## src/rtl/baccarat_pkg.sv

```systemverilog
// Shared types and score constants for the baccarat match controller.
// Contents:
//   state_t     - controller states, one per card strobe plus decision,
//                 result, hold and done states
//   score consts - natural threshold, player stand threshold, banker stand
//   is_natural  - true for a legal two-card score of 8 or 9
package baccarat_pkg;

    typedef enum logic [3:0] {
        IDLE,
        CLR,
        P1,
        D1,
        P2,
        D2,
        EVAL,
        P3,
        EVAL3,
        D3,
        RESULT,
        HOLD,
        DONE
    } state_t;

    localparam logic [3:0] NATURAL_MIN      = 4'd8;
    localparam logic [3:0] PLAYER_STAND_MIN = 4'd6;
    localparam logic [3:0] BANKER_STAND     = 4'd7;
    localparam logic [3:0] SCORE_MAX        = 4'd9;

    function automatic logic is_natural(input logic [3:0] score);
        return (score >= NATURAL_MIN) && (score <= SCORE_MAX);
    endfunction

endpackage

```

## src/rtl/banker_draw_rule.sv

```systemverilog
// Banker third-card rule, applied after the player has drawn a third card.
// Ports:
//   dscore - banker two-card score (legal 0..9)
//   pcard3 - value of the player's third card (legal 0..9)
//   draw   - 1 when the banker must take a third card
module banker_draw_rule
    import baccarat_pkg::*;
(
    input  logic [3:0] dscore,
    input  logic [3:0] pcard3,
    output logic       draw
);

    always_comb begin
        draw = 1'b0;
        if (dscore < BANKER_STAND) begin
            case (dscore)
                4'd0, 4'd1, 4'd2: draw = 1'b1;
                4'd3:             draw = (pcard3 != 4'd8);
                4'd4:             draw = (pcard3 >= 4'd2) && (pcard3 <= 4'd7);
                4'd5:             draw = (pcard3 >= 4'd4) && (pcard3 <= 4'd7);
                4'd6:             draw = (pcard3 >= 4'd6) && (pcard3 <= 4'd7);
                default:          draw = 1'b0;
            endcase
        end
    end

endmodule

```

## src/rtl/baccarat_match_fsm.sv

```systemverilog
// Multi-hand baccarat match controller. Sequences NUM_ROUNDS hands, driving
// the card datapath's load strobes and scoring each hand from the settled
// scores it returns. Keeps per-match tallies and drives the result lights.
// Ports:
//   slow_clock, resetb      - clock, synchronous active-low reset
//   start                   - begins a match from IDLE or DONE
//   pscore, dscore, pcard3  - scores and player third card from the datapath
//   clear_hands, load_*     - one-hot datapath strobes (Moore)
//   *_win_light             - registered result lights, both high for a tie
//   round_done, match_done  - hand-scored pulse, match-complete level
//   round_idx, *_wins, ties - hands completed and tallies for this match
module baccarat_match_fsm
    import baccarat_pkg::*;
#(
    parameter  int NUM_ROUNDS  = 5,
    parameter  int HOLD_CYCLES = 2,
    localparam int CNT_W       = $clog2(NUM_ROUNDS + 1)
) (
    input  logic             slow_clock,
    input  logic             resetb,
    input  logic             start,
    input  logic [3:0]       pscore,
    input  logic [3:0]       dscore,
    input  logic [3:0]       pcard3,
    output logic             clear_hands,
    output logic             load_pcard1,
    output logic             load_pcard2,
    output logic             load_pcard3,
    output logic             load_dcard1,
    output logic             load_dcard2,
    output logic             load_dcard3,
    output logic             player_win_light,
    output logic             dealer_win_light,
    output logic             round_done,
    output logic             match_done,
    output logic [CNT_W-1:0] round_idx,
    output logic [CNT_W-1:0] player_wins,
    output logic [CNT_W-1:0] dealer_wins,
    output logic [CNT_W-1:0] ties
);

    localparam int              HOLD_W    = (HOLD_CYCLES > 1) ? $clog2(HOLD_CYCLES) : 1;
    localparam logic [HOLD_W-1:0] HOLD_LAST = HOLD_W'(HOLD_CYCLES - 1);

    state_t            state_q, state_d;
    logic [HOLD_W-1:0] hold_cnt_q, hold_cnt_d;
    logic [CNT_W-1:0]  round_idx_q, round_idx_d;
    logic [CNT_W-1:0]  player_wins_q, player_wins_d;
    logic [CNT_W-1:0]  dealer_wins_q, dealer_wins_d;
    logic [CNT_W-1:0]  ties_q, ties_d;
    logic              player_light_q, player_light_d;
    logic              dealer_light_q, dealer_light_d;
    logic              banker_draw;

    banker_draw_rule u_banker_rule (
        .dscore (dscore),
        .pcard3 (pcard3),
        .draw   (banker_draw)
    );

    always_comb begin
        state_d        = state_q;
        hold_cnt_d     = hold_cnt_q;
        round_idx_d    = round_idx_q;
        player_wins_d  = player_wins_q;
        dealer_wins_d  = dealer_wins_q;
        ties_d         = ties_q;
        player_light_d = player_light_q;
        dealer_light_d = dealer_light_q;

        case (state_q)
            IDLE, DONE: begin
                if (state_q == DONE) begin
                    // Match winner from the tallies; equal tallies light both.
                    player_light_d = (player_wins_q >= dealer_wins_q);
                    dealer_light_d = (dealer_wins_q >= player_wins_q);
                end
                if (start) begin
                    state_d       = CLR;
                    round_idx_d   = '0;
                    player_wins_d = '0;
                    dealer_wins_d = '0;
                    ties_d        = '0;
                end
            end
            CLR: begin
                player_light_d = 1'b0;
                dealer_light_d = 1'b0;
                state_d        = P1;
            end
            P1: state_d = D1;
            D1: state_d = P2;
            P2: state_d = D2;
            D2: state_d = EVAL;
            EVAL: begin
                if (is_natural(pscore) || is_natural(dscore)) begin
                    state_d = RESULT;
                end else if (pscore < PLAYER_STAND_MIN) begin
                    state_d = P3;
                end else if (pscore < NATURAL_MIN) begin
                    // Player stood on 6/7: banker uses the same 0..5 draw range.
                    state_d = (dscore < PLAYER_STAND_MIN) ? D3 : RESULT;
                end else begin
                    // Out-of-range player score: the hand stands as dealt.
                    state_d = RESULT;
                end
            end
            P3:    state_d = EVAL3;
            EVAL3: state_d = banker_draw ? D3 : RESULT;
            D3:    state_d = RESULT;
            RESULT: begin
                player_light_d = (pscore >= dscore);
                dealer_light_d = (dscore >= pscore);
                if (pscore > dscore) begin
                    player_wins_d = player_wins_q + CNT_W'(1);
                end else if (dscore > pscore) begin
                    dealer_wins_d = dealer_wins_q + CNT_W'(1);
                end else begin
                    ties_d = ties_q + CNT_W'(1);
                end
                round_idx_d = round_idx_q + CNT_W'(1);
                hold_cnt_d  = '0;
                state_d     = HOLD;
            end
            HOLD: begin
                if (hold_cnt_q == HOLD_LAST) begin
                    if (round_idx_q == CNT_W'(NUM_ROUNDS)) begin
                        state_d        = DONE;
                        // Show the match winner from the first DONE cycle.
                        player_light_d = (player_wins_q >= dealer_wins_q);
                        dealer_light_d = (dealer_wins_q >= player_wins_q);
                    end else begin
                        state_d = CLR;
                    end
                end else begin
                    hold_cnt_d = hold_cnt_q + HOLD_W'(1);
                end
            end
            default: state_d = IDLE;
        endcase
    end

    always_ff @(posedge slow_clock) begin
        if (!resetb) begin
            state_q        <= IDLE;
            hold_cnt_q     <= '0;
            round_idx_q    <= '0;
            player_wins_q  <= '0;
            dealer_wins_q  <= '0;
            ties_q         <= '0;
            player_light_q <= 1'b0;
            dealer_light_q <= 1'b0;
        end else begin
            state_q        <= state_d;
            hold_cnt_q     <= hold_cnt_d;
            round_idx_q    <= round_idx_d;
            player_wins_q  <= player_wins_d;
            dealer_wins_q  <= dealer_wins_d;
            ties_q         <= ties_d;
            player_light_q <= player_light_d;
            dealer_light_q <= dealer_light_d;
        end
    end

    assign clear_hands      = (state_q == CLR);
    assign load_pcard1      = (state_q == P1);
    assign load_dcard1      = (state_q == D1);
    assign load_pcard2      = (state_q == P2);
    assign load_dcard2      = (state_q == D2);
    assign load_pcard3      = (state_q == P3);
    assign load_dcard3      = (state_q == D3);
    assign round_done       = (state_q == RESULT);
    assign match_done       = (state_q == DONE);
    assign player_win_light = player_light_q;
    assign dealer_win_light = dealer_light_q;
    assign round_idx        = round_idx_q;
    assign player_wins      = player_wins_q;
    assign dealer_wins      = dealer_wins_q;
    assign ties             = ties_q;

endmodule

```

## config.mk

```make
export PLATFORM = sky130hd
export DESIGN_NAME = baccarat_match_fsm
export DESIGN_NICKNAME = d
export VERILOG_FILES = /design/src/rtl/baccarat_pkg.sv /design/src/rtl/banker_draw_rule.sv /design/src/rtl/baccarat_match_fsm.sv
export SDC_FILE = /design/constraint.sdc
export NUM_CORES = 1
export LEC_CHECK = 0
export ABC_AREA = 1
export ABC_CLOCK_PERIOD_IN_PS = 1900
export BUFFER_PORTS_ARGS = -buffer_cell sky130_fd_sc_hd__clkbuf_2
export CAP_MARGIN = 20
export CORE_ASPECT_RATIO = 0.75
export CORE_UTILIZATION = 30
export CTS_BUF_LIST = sky130_fd_sc_hd__clkbuf_16
export DETAILED_ROUTE_END_ITERATION = 10
export GPL_TIMING_DRIVEN = 0
export SLEW_MARGIN = 20
export SYNTH_ARGS = -nofsm -noshare
export SYNTH_HDL_FRONTEND = slang
export SYNTH_SLANG_ARGS = --single-unit
```

## constraint.sdc

```tcl
create_clock -name slow_clock -period 1.9 [get_ports slow_clock]
set_input_delay 0.095 -clock slow_clock [delete_from_list [all_inputs] [get_ports slow_clock]]
set_output_delay 0.095 -clock slow_clock [all_outputs]
set_load 0.1 [all_outputs]
```

* Word-level counts from Yosys, hierarchy flattened
Cells that the tools add are included.
Operators by class: $lt $le $gt $ge 18, mux-type cells 31, $add $sub $neg 5, equality and inequality tests 28, reduce and logical (&&, ||, !) cells 19
Operators with widths (number):
- case mux 4 bit (12 select lines) | 1
- == test 4 x 3 -> 1 bit, second input constant | 7
- case mux 3 bit (2 select lines) | 4
- == test 4 bit, second input constant | 5
- 2-to-1 mux 4 bit | 5
- 2-to-1 mux 3 bit | 6
- == test 4 x 2 -> 1 bit, second input constant | 4
- adder 3 x 1 -> 3 bit, second input constant | 4
- < comparator 4 x 3 -> 1 bit, second input constant | 3
- != test 2 bit, second input constant | 6
- AND reduction 4 bit | 3
- == test 4 x 1 -> 1 bit, second input constant | 2
- greater-or-equal comparator 4 x 3 -> 1 bit, second input constant | 2
- greater-or-equal comparator 4 bit | 2
- greater-or-equal comparator 4 bit, second input constant | 2
- > comparator 4 bit | 2
- less-or-equal comparator 4 bit, second input constant | 2
- zero test 4 bit | 2
- 2-to-1 mux 1 bit | 8
- case mux 1 bit (4 select lines) | 2
- greater-or-equal comparator 3 bit | 2
- 2-to-1 mux 2 bit | 3
- logical AND 1 bit | 5
- case mux 1 bit (5 select lines) | 1
- other kinds (15) | 18
Storage, ports and cells: flip-flop bits (word level) 19, input port bits 15

* Depth between registers and ports, before layout
depth after elaboration 6, gate-level depth with buffers 13

* Hierarchy
From an unflattened synthesis, not the netlist that was laid out.
Second synthesis, totals: cells, all modules 239, area total of the unflattened synthesis 1496.4 sq um
By module, submodules not included:
- baccarat_match_fsm | cells an instance 223, area an instance 1426.4 sq um, instances 1
- banker_draw_rule | cells an instance 16, area an instance 70.1 sq um, instances 1

* Worst setup path after synthesis
No wires, ideal clock.
path kind flip-flop to flip-flop, start register state_q[2], end register dealer_light_q (netlist: dealer_win_light), cell stages (with the launch flop) 9, data arrival time 2.414 ns, required time 1.783 ns, setup slack -0.631 ns, setup time 0.117 ns, period minus slack after synthesis 2.531 ns, cell sequence dfxtp_1 -> inv_2 -> nand2_1 -> nor2_1 -> inv_1 -> o21ai_0 -> o21ai_1 -> nor3_1 -> nor2_1
On the way: elaborated cells on any way between the ends 12, classes of those cells 7 x eq/ne; 1 x mux; 4 x reduce/logical
RTL lines:
- from (decl) | line baccarat_match_fsm.sv:45 | state_t state_q, state_d;
- from (signal assigned) | line baccarat_match_fsm.sv:154 | state_q <= state_d;
- == test 4 x 1 -> 1 bit (*)
- named net clear_hands | line baccarat_match_fsm.sv:25 | output logic clear_hands,
- nonzero test 4 bit (no source line)
- AND reduction 4 bit (no source line)
- to (signal assigned) | line baccarat_match_fsm.sv:161 | dealer_light_q <= dealer_light_d;
- to (decl) | line baccarat_match_fsm.sv:52 | logic dealer_light_q, dealer_light_d;
The timed path passes the listed nets; every way through them passes the cells marked *. A chain may end at the register's enable or synchronous reset.

* Worst setup path in the final report
start register state_q[1], end output port round_done
On the way: longest elaborated chain between the ends 1
Ends and longest elaborated chain:
- == test 4 bit | line baccarat_match_fsm.sv:172 | assign round_done = (state_q == RESULT);
- to (decl) | line baccarat_match_fsm.sv:34 | output logic round_done,
Every way passes these cells.

==> key figures <==
Synth
  • Top-count cell post-synth: nand2_1
  • #FFs+latches synth: 19
  • Mux contribution to synthesized area: 0
  • Post-Synth Simple-Gate Area: 0.345
  • Mapped Cells: 225
  • Syn avg cell area: 6.33 um2
  • Main combinational cell family by area after synthesis: simple AND/OR/NAND/NOR gates
  • Post-synth ARST share: 0
  • Post-synthesis sequential area ratio: 0.267
  • Number of enable flip-flop cells after synthesis: 0
  • Mapped Area: 0.00142 mm2
  • Post-synth top area share: 0.267
  • Synth Area in XOR/XNOR: 0.00615
  • Post-synth cell types: 27
  • Main area contributors after synthesis: dfxtp_1 27%, nand2_1 13%, ha_1 11%
  • Mapped Nets: 252
  • Complex-gate fraction of the synthesized area: 0.170
  • Top cells by count, synth: 49 x nand2_1, 32 x inv_1, 31 x nor2_1, 19 x a21oi_1, 19 x dfxtp_1
  • Synth Warn #: 0
  • Main synth FF type: dfxtp_1
  • Synth Area in Adders: 0.105
  • Leading area contributor after synthesis: dfxtp_1

Timing
  • Clock skew: 0.00212 ns
  • RSZ-0062 raised after global routing: false
  • Period utilization: 0.895
  • Max Slew Vio Count: 0
  • Slew headroom: 0.619
  • Worst Tran Pin Value: 0.571 ns
  • Final hold violations: 0
  • Fin Hold WS: 0.180 ns
  • Final Setup Violations: 0
  • Final worst slack: 0.200 ns
  • Tmin final: 1.70 ns
  • Peak Freq: 0.588 GHz

CTS
  • Post-cts resize count: 0
  • Root Driver: clkbuf_16
  • TritonCTS Sinks: 19
  • Clk buf depth: 2
  • Clk pin slew, worst setup/hold paths: 0.06 ns
  • Hold_buf cts: 0
  • CTS H-tree lvls: 1
  • CTS buffer count: 3
  • Clk_lat worst skew: 0.25 ns
  • TritonCTS clock tree: yes
  • Post-CTS setup buffer count: 0

Power and ir drop
  • LEAKAGE: 0.000914 uW
  • VDD IR max: 0.577 mV
  • PwrDens: 1160 mW/mm2

Setup path
  • Crit path launch type: register
  • Largest stage delay, worst path: 0.50 ns
  • Critical path's top delay family: buffers and inverters
  • Slowest-stage cell, CP: clkbuf_2
  • Critical path data arrival time: 1.60 ns
  • Number of buffer and inverter stages on the critical path: 1
  • WP data required: 1.80 ns
  • Crit Path Max Fanout: 9
  • Cell-by-cell trace of the critical path: nand2_1 -> nor2_4 -> clkbuf_2
  • CP Class: register to output port
  • Critical path capture point type: output port

Layout
  • Final Instance Area: 0.00179 mm2
  • Final nets: 294
  • Filler cells: 514
  • Final core occ: 0.395
  • Antenna cell count: 0
  • Multi-input logic area: 911 um2
  • Layout Cells excl Fill: 323
  • Proportion of layout cells with a drive suffix above 1: 0.263
  • Storage element area: 388 um2
  • Synthesis-to-layout area growth: 25.4%

Detailed routing
  • DRC Markers: 0
  • Drt initial violations: 82
  • Vias: 1,514
  • Post-route ant nets: 0
  • Drt total wl: 3.48 mm
  • DR vias/cell: 4.69
  • Drt wl/cell: 10.8 um
  • Pre-Repair DR Iteration Count: 4

GRT
  • Initial antenna violation count: 0
  • Pin count of the biggest net entering global routing: 12
  • First-pass GRT wire length: 5.82 mm
  • Vias in the first global route: 1,298
  • GRT Total Usage: 0.151
  • GRT overflow: 0

Flow run
  • # Max-Cap Violations: 0

Placed design
  • DP Worst Slack: 0.330 ns
  • Routability cong.: 0.783
  • HPWL after detailed placement: 2.84 mm
  • Placed cells: 319
  • Port Buffers: 37
  • Area after DPL: 0.00171 mm2

Floorplanning
  • Die Footprint: 0.00503 mm2
  • Initial Utilization: 0.315
  • FP Rows: 21
  • Core area: 0.00452 mm2
  • Die Span Y: 61.7 um
  • I/O pins: 38
  • Die W: 81.6 um

Status
  • Status: complete, no violations

Worst hold path
  • Worst hold-check path type: primary input to register
==> per-stage QoR <==
| step | total power, uW | setup TNS, ns |
|---|---|---|
| after floorplan | 1430 | -0.0557 |
| after global placement | 1630 | 0 |
| after detailed placement | 1630 | 0 |
| after CTS | 2080 | 0 |
| after global routing | 2200 | 0 |
| final | 2060 | 0 |
==> path summary, 6_finish.rpt <==
kind                                   endpoint  cells past startpoint  slack [ns]                       from
setup reg to reg  player_win_light$_SDFFE_PN0P_                      9        0.34    state_q[1]$_SDFFE_PN0P_
setup / recovery                     round_done                      3        0.20    state_q[1]$_SDFFE_PN0P_
hold / removal             ties[2]$_SDFFE_PN0P_                      4        0.18                      start
hold reg to reg       round_idx[0]$_SDFFE_PN0P_                      1        0.47  round_idx[0]$_SDFFE_PN0P_
==> worst min-delay path, stage by stage <==
cell and delay [ns]:
clkbuf_2 0.11, a21oi_1 0.09, nand2_1 0.06, nor2_1 0.03
==> power by group <==
part	switching (uW)	internal [uW]
combinational	848	274
sequential	51.2	447
clock	160	282
total	1060	1000
==> layout make-up <==
class | count | area share
clock inverter | 1 | 0.00280
inverter | 39 | 0.0820
sequential | 19 | 0.217
buffer | 1 | 0.00210
timing repair buffer | 37 | 0.104
tap | 57 | 0.0399
clock buffer | 3 | 0.0420
multi-input combinational | 166 | 0.510
==> sequential cells by signal (all words and copies together) (netlist names) <==
| signal | count |
|---|---|
| hold_cnt_q | 1 |
| dealer_wins | 3 |
| state_q | 4 |
| round_idx | 3 |
| dealer_win_light | 1 |
| player_wins | 3 |
| ties | 3 |
| player_win_light | 1 |
==> kinds of logic (layout without fill, tap and decap cells) <==
kind of cell / count (synthesis) / count (layout)
AND/OR/NAND/NOR: 110 / 110
AO/OA/AOI/OAI: 43 / 43
buffers and inverters: 40 / 81
flip-flops: 19 / 19
adder cells (fa/ha/maj): 12 / 12
XOR/XNOR: 1 / 1
==> cells in the final DEF (no fill, tap or decap), types with 2 or more instances in the layout <==
master / instances
a21oi_1: 19
a31oi_1: 3
clkbuf_16: 3
clkbuf_2: 37
dfxtp_1: 13
dfxtp_2: 6
ha_1: 12
inv_1: 32
inv_2: 7
nand2_1: 49
nand2_2: 4
nand3_1: 13
nand4_1: 4
nor2_1: 26
nor2_2: 6
nor2_4: 2
nor3_1: 2
o21ai_0: 12
o21ai_1: 3
o21bai_1: 2
==> metal layers <==
layer	GRT usage	share of wire	up-vias
li1	-	-	811
met1	0.216	0.52	682
met2	0.240	0.44	21
met3	0.0326	0.036	0
met4	0.0153	0	0
met5	0	0	-
Note: power is estimated with default switching activity, not from simulation.
